[src/rtl/ctrl_pkg.sv]
// Shared constants for the multi-cycle sequencer: opcodes, ALU select encodings
// and the 2-bit FSM state encoding.
package ctrl_pkg;

  localparam logic [3:0] OP_ADD = 4'b0000;
  localparam logic [3:0] OP_SUB = 4'b0001;
  localparam logic [3:0] OP_AND = 4'b0010;
  localparam logic [3:0] OP_OR  = 4'b0011;

  localparam logic [1:0] ALU_ADD = 2'b00;
  localparam logic [1:0] ALU_SUB = 2'b01;
  localparam logic [1:0] ALU_AND = 2'b10;
  localparam logic [1:0] ALU_OR  = 2'b11;

  typedef enum logic [1:0] {
    ST_FETCH     = 2'd0,
    ST_DECODE    = 2'd1,
    ST_EXECUTE   = 2'd2,
    ST_WRITEBACK = 2'd3
  } state_t;

endpackage

[src/rtl/opcode_decoder.sv]
// Combinational opcode decode: 4-bit opcode to {legal, alu_ctrl}.
// Undefined opcodes report legal = 0 with alu_ctrl forced to ADD.
module opcode_decoder
  import ctrl_pkg::*;
(
  input  logic [3:0] opcode,
  output logic       legal,
  output logic [1:0] alu_ctrl
);

  always_comb begin
    legal    = 1'b1;
    alu_ctrl = ALU_ADD;
    case (opcode)
      OP_ADD:  alu_ctrl = ALU_ADD;
      OP_SUB:  alu_ctrl = ALU_SUB;
      OP_AND:  alu_ctrl = ALU_AND;
      OP_OR:   alu_ctrl = ALU_OR;
      default: legal    = 1'b0;
    endcase
  end

endmodule

[src/rtl/multicycle_ctrl.sv]
// Multi-cycle FETCH/DECODE/EXECUTE/WRITEBACK sequencer for the ALU and register file.
// Define MULTICYCLE_CTRL_PERF_EN to add retired/illegal performance counters.
module multicycle_ctrl
  import ctrl_pkg::*;
#(
  parameter int RD_W  = 5,
  parameter int CNT_W = 32
) (
  input  logic            clk,
  input  logic            reset,
  input  logic            instr_valid,
  output logic            instr_ready,
  input  logic [3:0]      instr_opcode,
  input  logic [RD_W-1:0] instr_rd,
  input  logic            wb_stall,
  output logic            ir_load,
  output logic            alu_en,
  output logic [1:0]      alu_ctrl,
  output logic            reg_write,
  output logic [RD_W-1:0] rf_waddr,
  output logic            pc_inc,
  output logic            illegal,
  output logic            busy
`ifdef MULTICYCLE_CTRL_PERF_EN
  ,
  output logic [CNT_W-1:0] retired_cnt,
  output logic [CNT_W-1:0] illegal_cnt
`endif
);

  generate
    if (CNT_W < 1 || RD_W < 1) begin : g_bad_params
    end
  endgenerate

  state_t          state_reg;
  logic [3:0]      opcode_reg;
  logic [RD_W-1:0] rd_reg;
  logic [1:0]      alu_sel_reg;
  logic            dec_legal;
  logic [1:0]      dec_alu;
  logic            wb_done;

  opcode_decoder u_dec (
    .opcode   (opcode_reg),
    .legal    (dec_legal),
    .alu_ctrl (dec_alu)
  );

  // Reset forces FETCH asynchronously, so every state-derived output drops with it.
  assign instr_ready = (state_reg == ST_FETCH) & ~reset;
  assign ir_load     = instr_valid & instr_ready;
  assign alu_en      = (state_reg == ST_EXECUTE);
  assign busy        = (state_reg != ST_FETCH);
  assign illegal     = (state_reg == ST_DECODE) & ~dec_legal;
  assign wb_done     = (state_reg == ST_WRITEBACK) & ~wb_stall;
  assign reg_write   = wb_done & (rd_reg != '0);
  assign pc_inc      = wb_done | illegal;
  assign alu_ctrl    = alu_sel_reg;
  assign rf_waddr    = rd_reg;

  always_ff @(posedge clk or posedge reset) begin
    if (reset) begin
      state_reg   <= ST_FETCH;
      opcode_reg  <= '0;
      rd_reg      <= '0;
      alu_sel_reg <= ALU_ADD;
    end else begin
      case (state_reg)
        ST_FETCH: begin
          if (ir_load) begin
            opcode_reg <= instr_opcode;
            rd_reg     <= instr_rd;
            state_reg  <= ST_DECODE;
          end
        end
        ST_DECODE: begin
          // dec_alu is ADD for undefined opcodes, which leaves alu_ctrl at 00.
          alu_sel_reg <= dec_alu;
          state_reg   <= dec_legal ? ST_EXECUTE : ST_FETCH;
        end
        ST_EXECUTE: state_reg <= ST_WRITEBACK;
        ST_WRITEBACK: begin
          if (!wb_stall) state_reg <= ST_FETCH;
        end
        default: state_reg <= ST_FETCH;
      endcase
    end
  end

`ifdef MULTICYCLE_CTRL_PERF_EN
  always_ff @(posedge clk or posedge reset) begin
    if (reset) begin
      retired_cnt <= '0;
      illegal_cnt <= '0;
    end else begin
      if (wb_done) retired_cnt <= retired_cnt + 1'b1;
      if (illegal) illegal_cnt <= illegal_cnt + 1'b1;
    end
  end
`endif

endmodule

[config.mk]
export PLATFORM = sky130hd
export DESIGN_NAME = multicycle_ctrl
export DESIGN_NICKNAME = d
export VERILOG_FILES = /design/src/rtl/ctrl_pkg.sv /design/src/rtl/opcode_decoder.sv /design/src/rtl/multicycle_ctrl.sv
export SDC_FILE = /design/constraint.sdc
export NUM_CORES = 1
export LEC_CHECK = 0
export ABC_AREA = 1
export BUFFER_PORTS_ARGS = -buffer_cell sky130_fd_sc_hd__buf_4
export CAP_MARGIN = 20
export CELL_PAD_IN_SITES_DETAIL_PLACEMENT = 1
export CELL_PAD_IN_SITES_GLOBAL_PLACEMENT = 2
export CORE_ASPECT_RATIO = 0.75
export CORE_MARGIN = 3
export CORE_UTILIZATION = 26
export CTS_CLUSTER_SIZE = 28
export DETAILED_ROUTE_END_ITERATION = 10
export PLACE_DENSITY_LB_ADDON = 0.2
export SYNTH_ARGS = -nofsm -noshare
export SYNTH_HDL_FRONTEND = slang
export SYNTH_SLANG_ARGS = --single-unit
export TNS_END_PERCENT = 30
[constraint.sdc]
create_clock -name clk -period 3.1 [get_ports clk]
set_clock_uncertainty 0.05 [all_clocks]
set_input_delay 0.31 -clock clk [delete_from_list [all_inputs] [get_ports clk]]
set_output_delay 0.31 -clock clk [all_outputs]
set_load 0.02 [all_outputs]
==> results.py <==
metrics = {
    "timing": {
        "fmax_ghz": 0.490,
        "post-route-period-util": 0.658,
        "fin_setup_tns_ps": 0,
        "hold_violations": 0,
        "setup_viol": 0,
        "rsz0062_at_grt": "no",
        "worst-slew-pin-transition_ps": 460,
        "slew_viol_final": 0,
        "period_needed_ps": 2040,
        "slew_headroom": 0.693,
    },
    "hold_path": {
        "min_path_type": "in -> async",
    },
    "clock_tree": {
        "tritoncts": "done",
        "cts_resized": 0,
        "cts_htree_levels": 1,
        "holdBufCountCts": 0,
        "clkTransAtPathRegs_ps": 80,
        "cts_made_buffers": 3,
        "cts.sinks": 13,
        "cts_root_buf": "clkbuf_4",
        "clkLatencyLatePin_ps": 270,
        "post_cts_buffers": 0,
        "clockBufferDepth": 2,
    },
    "setup_path": {
        "critPathKind": "reg -> out",
        "slowest_stage": "dfrtp_1",
        "slowest_delay_ps": 440,
        "worstPathRequired_ps": 2740,
        "worstPathMaxFanout": 11,
        "cp_top_family": "simple AND/OR/NAND/NOR gates",
        "crit_chain": "nor2_2 -> nand3_2 -> inv_1 -> buf_4",
        "crit_arrival_ps": 1680,
        "startpoint_type": "register",
        "crit_path_end_kind": "primary output",
        "cp_num_buf_inv": 2,
    },
    "floorplanning": {
        "core_um2": 2140,
        "floorplan.initialDensity": 0.291,
        "dieArea_um2": 3020,
        "die_h_um": 48.4,
        "io_pins": 27,
        "fp-row-count": 14,
        "die_width_um": 62.5,
    },
    "power_and_ir_drop": {
        "power_w": 0.000830,
        "powerDensity_nw_per_um2": 962,
        "p_leak_nw": 0.485,
        "irDropWorstVdd_v": 0.000279,
    },
    "placed_design": {
        "dp_hpwl_mm": 1.24,
        "io_buffer_count": 26,
        "place_area_um2": 836,
        "place_congestion": 0.687,
    },
    "detailed_routing": {
        "via_count": 578,
        "drt-met1-wl_um": 753,
        "drt-pass1-iter-count": 3,
        "wl_per_cell_um": 11.4,
        "first_iter_violations": 8,
        "dr.max_layer_used": "met4",
        "ant_nets": 0,
        "routed_wl_mm": 1.56,
        "drt-vias-per-instance": 4.25,
        "wl_met2_um": 679,
        "wl_met3_um": 112,
        "route.detailed.drc": 0,
    },
    "logic_synthesis": {
        "synth-seq-cells": 13,
        "synth_cell_types": 15,
        "postSynthCellCount": 77,
        "postSynthNetCount": 90,
        "syn_avg_cell_area_um2": 8.08,
        "synth.area.top_cells": "dfrtp_1 52%, nand2_1 17%, nand4_1 9.1%, nor2_1 4.8%, inv_1 4.2%",
        "synth_top_area_frac": 0.523,
        "ys_seq_area_frac": 0.523,
        "syn_area_um2": 622,
        "yosys_warnings": 0,
        "yosysTopAreaCell": "dfrtp_1",
    },
    "final_layout": {
        "final_nets": 118,
        "syn_to_final_growth_pct": 38.6,
        "largest_register_ffs": 5,
        "antennaDiodeCount": 0,
        "multi_input_area_um2": 238,
        "final.fill_count": 285,
        "drive_above_1_share": 0.327,
        "finish.instance_area_um2": 862,
        "seqCellArea_um2": 325,
        "mostFrequentLayoutCells": "28 x nand2_1, 27 x buf_4, 13 x dfrtp_1, 9 x nand4_1, 8 x nor2_1",
        "final_common_cell": "nand2_1",
    },
    "run_status": {
        "status": "complete, no violations",
    },
    "global_route": {
        "antenna_found_initial": 0,
        "grt_use_total": 0.116,
        "grt_pass1_wl_mm": 2.72,
        "grt_max_degree": 24,
        "grt_pass1_vias": 576,
        "overflow": 0,
    },
    "job": {
        "max_cap_viol_count": 0,
    },
}
[stage by stage]
stage	hold slack (ps)	std cells	setup WS, ps	util
after global routing	22.5	136	896	0.403
final	24.1	136	1060	0.403
after detailed placement	316	132	1360	0.391
after CTS	9.52	136	1050	0.403
after global placement	313	132	1410	0.391
after floorplan	242	77	1690	-
[layout make-up]
| cell class | count | area share |
|---|---|---|
| Timing Repair Buffer | 27 | 0.235 |
| Multi-Input combinational cell | 52 | 0.276 |
| Inverter | 8 | 0.0348 |
| Clock buffer | 4 | 0.0305 |
| Sequential cell | 13 | 0.377 |
| Tap cell | 32 | 0.0464 |
[cells by family (layout without fill, tap and decap cells)]
kind of cell | Yosys count | count (layout) | synth area share
flip-flops | 13 | 13 | 0.523
AO/OA/AOI/OAI | 3 | 3 | 0.0262
AND/OR/NAND/NOR | 49 | 49 | 0.356
buffers and inverters | 12 | 39 | 0.0946
[final timing paths]
check | from | endpoint | slack (ps) | cells past startpoint
worst min register to register | opcode_reg[0] | alu_ctrl[0] | 430 | 2
min in group clk | instr_opcode[3] | opcode_reg[3] | 230 | 3
worst min-delay path | reset | rf_waddr[0] | 20 | 3
worst max-delay path | state_reg[0] | ir_load | 1060 | 4
max in group asynchronous | reset | state_reg[0] | 2760 | 3
worst max register to register | state_reg[0] | opcode_reg[0] | 1600 | 4
[power by group]
group | switching, W | internal, W
registers | 0.0000624 | 0.000244
logic | 0.000254 | 0.000165
clock network | 0.0000546 | 0.0000499
total | 0.000371 | 0.000459
[per-layer routing]
layer  global-route usage  vias to the layer above
met5                    0                        -
met4               0.0440                        0
met3               0.0625                        2
met2                0.170                       18
met1                0.144                      260
li1                     -                      298
[synthesized netlist by cell type]
cell type	n
buf_2	2
buf_4	1
buf_6	1
dfrtp_1	13
inv_1	7
inv_2	1
nand2_1	28
nand2_2	1
nand3_2	1
nand3b_1	1
nand4_1	9
nor2_1	8
nor2_2	1
o21ai_0	2
o22ai_1	1
[worst register-to-register path, cell delays in order, from the launching register on]
cell	delay, ps
dfrtp_1	440
nor2_2	390
nand3_2	320
nand2_1	150
nand2_1	50
No activity file was read; power rests on OpenSTA's default activity.
